`config.mk`:
```
export PLATFORM = sky130hd
export DESIGN_NAME = awb_gain
export DESIGN_NICKNAME = d
export VERILOG_FILES = /design/src/rtl/awb_gain.sv
export SDC_FILE = /design/constraint.sdc
export NUM_CORES = 1
export LEC_CHECK = 0
export ABC_CLOCK_PERIOD_IN_PS = 10360
export CAP_MARGIN = 10
export CORE_UTILIZATION = 65
export CTS_CLUSTER_SIZE = 25
export DETAILED_ROUTE_END_ITERATION = 7
export PLACE_DENSITY = 0.95
export SYNTH_ARGS = -nofsm -noshare
export SYNTH_HDL_FRONTEND = slang
export SYNTH_SLANG_ARGS = --single-unit
```
`constraint.sdc`:
```
create_clock -name clk -period 10.36 [get_ports clk]
set_clock_uncertainty 0.15 [all_clocks]
set_input_delay 2.072 -clock clk [delete_from_list [all_inputs] [get_ports clk]]
set_output_delay 2.072 -clock clk [all_outputs]
set_load 0.02 [all_outputs]
```
`src/rtl/awb_gain.sv`:
```
// White-balance gain stage: per-channel Q4.8 gain with rounding/saturation, 2-cycle latency,
// frame-synchronous gain update and per-frame channel sums. AWB_AUTO_EN adds a gray-world gain solver.
module awb_gain #(
    parameter int GAIN_W = 12,
    parameter int SUM_W  = 26
) (
    input  logic              clk,
    input  logic              reset_n,
    input  logic              in_vsync,
    input  logic              in_hsync,
    input  logic              in_den,
    input  logic [7:0]        in_R,
    input  logic [7:0]        in_G,
    input  logic [7:0]        in_B,
    input  logic [GAIN_W-1:0] cfg_r_gain,
    input  logic [GAIN_W-1:0] cfg_g_gain,
    input  logic [GAIN_W-1:0] cfg_b_gain,
`ifdef AWB_AUTO_EN
    input  logic              cfg_auto,
    output logic              awb_busy,
`endif
    output logic              out_vsync,
    output logic              out_hsync,
    output logic              out_den,
    output logic [7:0]        out_R,
    output logic [7:0]        out_G,
    output logic [7:0]        out_B,
    output logic [SUM_W-1:0]  stat_sum_r,
    output logic [SUM_W-1:0]  stat_sum_g,
    output logic [SUM_W-1:0]  stat_sum_b,
    output logic              stat_valid
);
    localparam int P_W = GAIN_W + 9;
    localparam int Q_W = P_W - 8;
    localparam logic [GAIN_W-1:0] UNITY = GAIN_W'(256);

    logic [2:0][7:0]        pix_in;
    logic [2:0][7:0]        out_pix;
    logic [2:0][SUM_W-1:0]  stat_pix;
    logic [2:0][GAIN_W-1:0] act_gain;
    logic [2:0][GAIN_W-1:0] pend_gain;
    logic [2:0][GAIN_W-1:0] eff_gain;

    logic vsync_d, frame_active, stat_valid_reg;
    logic vs1, hs1, den1, vs2, hs2, den2;
    logic frame_start, frame_end, acc_en;

    assign pix_in      = {in_B, in_G, in_R};
    assign frame_start = in_vsync & ~vsync_d;
    assign frame_end   = ~in_vsync & vsync_d;
    // Counting only inside a frame seen from its start keeps a frame cut by reset out of the stats.
    assign acc_en      = in_den & in_vsync & (frame_active | frame_start);
    assign eff_gain    = frame_start ? pend_gain : act_gain;

    // vsync_d resets high so a reset released mid-frame is not mistaken for a frame start.
    always_ff @(posedge clk or negedge reset_n) begin
        if (!reset_n) begin
            vsync_d        <= 1'b1;
            frame_active   <= 1'b0;
            stat_valid_reg <= 1'b0;
            act_gain       <= {3{UNITY}};
            {vs1, hs1, den1, vs2, hs2, den2} <= '0;
        end else begin
            vsync_d        <= in_vsync;
            stat_valid_reg <= frame_end & frame_active;
            if (frame_start) begin
                frame_active <= 1'b1;
                act_gain     <= pend_gain;
            end else if (frame_end) begin
                frame_active <= 1'b0;
            end
            {vs1, hs1, den1} <= {in_vsync, in_hsync, in_den};
            {vs2, hs2, den2} <= {vs1, hs1, den1};
        end
    end

`ifdef AWB_AUTO_EN
    logic [2:0][SUM_W-1:0] sum_now;
`endif

    generate
        for (genvar gi = 0; gi < 3; gi++) begin : g_chan
            logic [Q_W-1:0]   p_reg;
            logic [7:0]       out_reg;
            logic [SUM_W-1:0] sum_reg, stat_reg;
            logic [SUM_W:0]   sum_ext;

            assign sum_ext      = (SUM_W+1)'(sum_reg) + (SUM_W+1)'(pix_in[gi]);
            assign out_pix[gi]  = out_reg;
            assign stat_pix[gi] = stat_reg;
`ifdef AWB_AUTO_EN
            assign sum_now[gi]  = sum_reg;
`endif

            always_ff @(posedge clk or negedge reset_n) begin
                if (!reset_n) begin
                    p_reg    <= '0;
                    out_reg  <= '0;
                    sum_reg  <= '0;
                    stat_reg <= '0;
                end else begin
                    p_reg <= Q_W'((P_W'(pix_in[gi]) * P_W'(eff_gain[gi]) + P_W'(128)) >> 8);
                    if (!den1)
                        out_reg <= '0;
                    else if (|p_reg[Q_W-1:8])
                        out_reg <= 8'hFF;
                    else
                        out_reg <= p_reg[7:0];
                    if (frame_end) begin
                        if (frame_active)
                            stat_reg <= sum_reg;
                        sum_reg <= '0;
                    end else if (acc_en) begin
                        sum_reg <= sum_ext[SUM_W] ? {SUM_W{1'b1}} : sum_ext[SUM_W-1:0];
                    end
                end
            end
        end
    endgenerate

`ifdef AWB_AUTO_EN
    typedef enum logic [1:0] {IDLE, DIV_R, DIV_B, DONE} state_t;
    localparam int DV_W  = SUM_W + 8;
    localparam int CNT_W = $clog2(DV_W);

    state_t             state;
    logic               busy_reg;
    logic [DV_W-1:0]    dvd_reg;
    logic [SUM_W-1:0]   rem_reg;
    logic [CNT_W-1:0]   cnt_reg;
    logic [GAIN_W-1:0]  auto_r, auto_b, new_r, new_b;
    logic [SUM_W-1:0]   divisor;
    logic [SUM_W:0]     rem_shift;
    logic               ge, last;
    logic [DV_W-1:0]    quot;
    logic [GAIN_W-1:0]  q_sat;

    assign divisor   = (state == DIV_B) ? stat_pix[2] : stat_pix[0];
    assign rem_shift = {rem_reg, dvd_reg[DV_W-1]};
    assign ge        = rem_shift >= {1'b0, divisor};
    assign last      = cnt_reg == CNT_W'(DV_W - 1);
    // Quotient bits shift into the vacated low end of the dividend register.
    assign quot      = {dvd_reg[DV_W-2:0], ge};
    assign q_sat     = (|quot[DV_W-1:GAIN_W]) ? {GAIN_W{1'b1}} : quot[GAIN_W-1:0];
    assign pend_gain = cfg_auto ? {auto_b, UNITY, auto_r} : {cfg_b_gain, cfg_g_gain, cfg_r_gain};
    assign awb_busy  = busy_reg;

    always_ff @(posedge clk or negedge reset_n) begin
        if (!reset_n) begin
            state    <= IDLE;
            busy_reg <= 1'b0;
            dvd_reg  <= '0;
            rem_reg  <= '0;
            cnt_reg  <= '0;
            auto_r   <= UNITY;
            auto_b   <= UNITY;
            new_r    <= UNITY;
            new_b    <= UNITY;
        end else if (frame_start && state != IDLE) begin
            state    <= IDLE;
            busy_reg <= 1'b0;
        end else begin
            case (state)
                IDLE: if (frame_end && frame_active && cfg_auto) begin
                    state    <= DIV_R;
                    busy_reg <= 1'b1;
                    dvd_reg  <= {sum_now[1], 8'd0};
                    rem_reg  <= '0;
                    cnt_reg  <= '0;
                end
                DIV_R, DIV_B: begin
                    dvd_reg <= quot;
                    rem_reg <= ge ? SUM_W'(rem_shift - {1'b0, divisor}) : rem_shift[SUM_W-1:0];
                    cnt_reg <= cnt_reg + 1'b1;
                    if (last) begin
                        cnt_reg <= '0;
                        rem_reg <= '0;
                        if (state == DIV_R) begin
                            new_r   <= (divisor == '0) ? auto_r : q_sat;
                            dvd_reg <= {stat_pix[1], 8'd0};
                            state   <= DIV_B;
                        end else begin
                            new_b <= (divisor == '0) ? auto_b : q_sat;
                            state <= DONE;
                        end
                    end
                end
                DONE: begin
                    auto_r   <= new_r;
                    auto_b   <= new_b;
                    state    <= IDLE;
                    busy_reg <= 1'b0;
                end
                default: state <= IDLE;
            endcase
        end
    end
`else
    assign pend_gain = {cfg_b_gain, cfg_g_gain, cfg_r_gain};
`endif

    assign {out_B, out_G, out_R} = out_pix;
    assign stat_sum_r = stat_pix[0];
    assign stat_sum_g = stat_pix[1];
    assign stat_sum_b = stat_pix[2];
    assign out_vsync  = vs2;
    assign out_hsync  = hs2;
    assign out_den    = den2;
    assign stat_valid = stat_valid_reg;
endmodule
```
==> summary.md <==
| Metric | Value |
|---|---|
| Drt total wl | roughly 50000 µm |
| Max-slew violations | 0 |
| Failing checks | DRC |
| Slew headroom | 17.69% |
| Drt via density | between 6 and 7 |
| Hold Fails Final Rpt | 0 |
| Maxcap violations | 0 |
| CP endpoint kind | flop |
| EDFF count, synth | 0 |
| GRT Overall Usage | around a third |
| Tcrit/Tclk final | about 80% |
| Worst EP required | about 11 ns |
| Arrival time at the worst endpoint | between 8 and 9 ns |
| Pwr Density | ~250 nW/µm² |
| Io pins | between 150 and 200 |
| Met2 wire length | approximately 25000 µm |
| RSZ-0062 raised after global routing | false |
| H-tree Lvls | 1 |
| Gpl congestion | ~0.9 |
| Total grt overflow | 0 |
| Fmax achieved | 120.1 MHz |
| Setup TNS | 0 ns |
| Initial Util | 66.57% |
| Type of the worst min-delay path | flop to flop |
| Die height | between 150 and 200 µm |
| Number of flip-flops in the largest register | 78 |
| Ratio of cells with drive above 1 in the final layout | approximately 8.8% |
| Pre-CTS setup slack | around 1.6 ns |
| Synthesized flop and latch total | about 260 |
| Post-CTS Hold Fix Bufs | 0 |
| Total core area | between 30000 and 40000 µm² |
| Least-Margin Pin Slew | ~1.2 ns |
| Predominant post-synthesis flop cell | dfrtp_1 |
| Die Wd | 179.5 µm |
| # resized after CTS | 0 |
| Initial antenna violation count | 0 |
| Routed met3 length | 4201 µm |
| Leakage power total | 11.32 nW |
| Maximum vdd drop | ~0.00017 V |
| CTS tree | yes |
| Yosys synthesis warning count | 0 |
| Worst path slowest cell | ha_2 |
| Finished Cell Area | ~23000 µm² |
| DR vias | approximately 16000 |
| FFs w/ async S/R, synth | 100.0% |
| Input/output buffers | 170 |
| Initial DRC count | between 1000 and 1500 |
| Overall power | 5.813 mW |
| Util after Layout | between 70% and 80% |
| Antenna Nets Post-Route | 0 |
| CP max FO | 39 |
| Outcome | finished, violations left |
| CTS Root Buffer Type | clkbuf_16 |
| Syn_area_per_cell | roughly 10 µm² |
| Num CTS Buffers | 28 |
| Min cycle time layout | 8.324 ns |
| Post-Syn Area | between 20000 and 25000 µm² |
| Fin Hold WS | approximately 0.20 ns |
| DP HPWL | about 36000 µm |
| Post-DP Area | 22480 µm² |
| Worst r2r dst | g_chan[0].p_reg[12] |
| Diodes inserted | 0 |
| Nets | around 2500 |
| Die area | 32210 µm² |
| Cells along the critical path | clkdlybuf4s50_1 -> ha_2 -> mux2i_1 -> inv_1 -> nand2_1 -> fa_1 -> fa_1 -> inv_1 -> fa_1 -> fa_1 -> ha_1 -> nand4_1 -> o221ai_1 -> nand2_1 -> a221oi_1 -> a211oi_1 -> xnor2_1 |
| Drt first pass iters | 8 |
| Cells after DPL | ~2500 |
| Cell mode on critical path | fa_1 |
| Max Used Layer | met4 |
| Clock sinks | 264 |
| Hold endpoint | out_vsync |
| Largest net degree at the start of global routing | roughly 160 |
| Fin worst setup slack | between 2 and 2.5 ns |
| Critical Path Start Type | input pin |
| Hold Startpoint | vs1 |
| Vias in the first global route | between 15000 and 20000 |
| Most frequent cells in the layout | 267 x inv_1, 260 x dfrtp_1, 180 x fa_1 |
| Max Buffers Root-to-Sink | 3 |
| Fin cells | 2543 |
| Reg clk slew, reported paths | about 0.060 ns |
| Launching point of the worst reg2reg path | vsync_d |
| Worst skew pair latency | 0.56 ns |
| First-pass GRT wire length | between 80000 and 90000 µm |
| # setup viols final | 0 |
| Cell row count | 64 |
| CP Class | input pin to flop |
| Most common cell after layout, fill and taps aside | inv_1 |
| Count of cell types in the netlist | 77 |
| Worst R2R Path Depth | 17 |
| Largest stage delay on the critical path | between 1 and 1.5 ns |
| Cells after Synth | ~2000 |
| Hold depth | 0 |
| Drt drc | 18 |
| Flop2flop setup slack | 3.86 ns |
| Wire per inst | between 15 and 20 µm |
| Setup bufs post-CTS | 0 |
| Syn Nets | between 2000 and 2500 |
| Metal1 wirelength | a little under 20000 µm |
| Area Growth Syn to Fin | 14.49% |
| Sequential area share after synthesis | between 30% and 40% |
report_power, final:
group	switching (mW)	internal, mW	leakage (nW)	total [mW]
combinational	1.98	1.48	7.44	3.46
clock	0.425	0.616	0.464	1.04
sequential	0.0723	1.24	3.42	1.31
total	2.48	3.33	11.3	5.81
worst max-delay path: cells and delay by family:
family          cells  cell delay (ns)
xor+xnor            1             0.16
fa+ha+maj           6             3.36
simple gates        3             0.35
compound gates      3             1.08
buf+inv             3             0.85
mux                 1             0.69
metal layers:
layer / vias to the layer above / track usage (%)
met3: 174 / 5.592
met5: - / 0
met1: 7748 / 40.39
met4: 0 / 13.97
li1: 6891 / -
met2: 785 / 54.31
how the worst max path moves through the flow:
stage | startpoint | endpoint | slack (ns) | depth (start not counted)
detailed placement | in_vsync | g_chan[2].p_reg[9] | 1.63 | 16
CTS | in_vsync | g_chan[2].p_reg[9] | 2.17 | 16
global placement | in_vsync | g_chan[2].p_reg[9] | 1.85 | 16
global route | in_vsync | g_chan[2].p_reg[9] | 1.80 | 16
finish | in_vsync | g_chan[0].p_reg[12] | 2.04 | 17
floorplan | in_vsync | g_chan[0].p_reg[7] | 3.07 | 18
cells in the mapped netlist (all sizes together), types with 21 or more instances:
library cell	count	area, µm²
and3	25	157.6
o21ai	41	227.7
mux2i	25	250.2
nor2	93	349.1
nor2b	77	481.7
fa	180	3603
a311oi	21	196.4
xnor2	25	219.0
clkbuf	49	183.9
a211oi	25	192.7
nand3	26	147.7
and2	131	820.8
nand2	153	581.8
o21a	32	240.2
mux2	92	1036
a21oi	60	304.0
ha	173	2165
dfrtp	260	6506
nor3	36	201.5
inv	267	1002
cell families (layout without fill, tap and decap cells):
group                      count (synthesis)  count (layout)  share of synthesized area, %
AOI/OAI and AO/OA                        271             271                         9.242
xor gates and xnor gates                  45              45                         1.925
adders and majority gates                353             353                         28.18
buffers and inverters                    327             491                         6.106
DFF                                      264             264                         32.30
muxes                                    117             117                         6.284
and+or+nand+nor                          606             606                         15.97
layout make-up:
type / instances / area [µm²]
well taps: 396 / 495.5
multi-input cells: 1392 / 12620
repair buffers: 174 / 1749
fillers: 1873 / 7315
clock buffers: 39 / 802.0
clock inverters: 11 / 153.9
flip-flops and latches: 264 / 6611
inverters: 267 / 1002
Note: power is estimated with default switching activity, not from simulation.
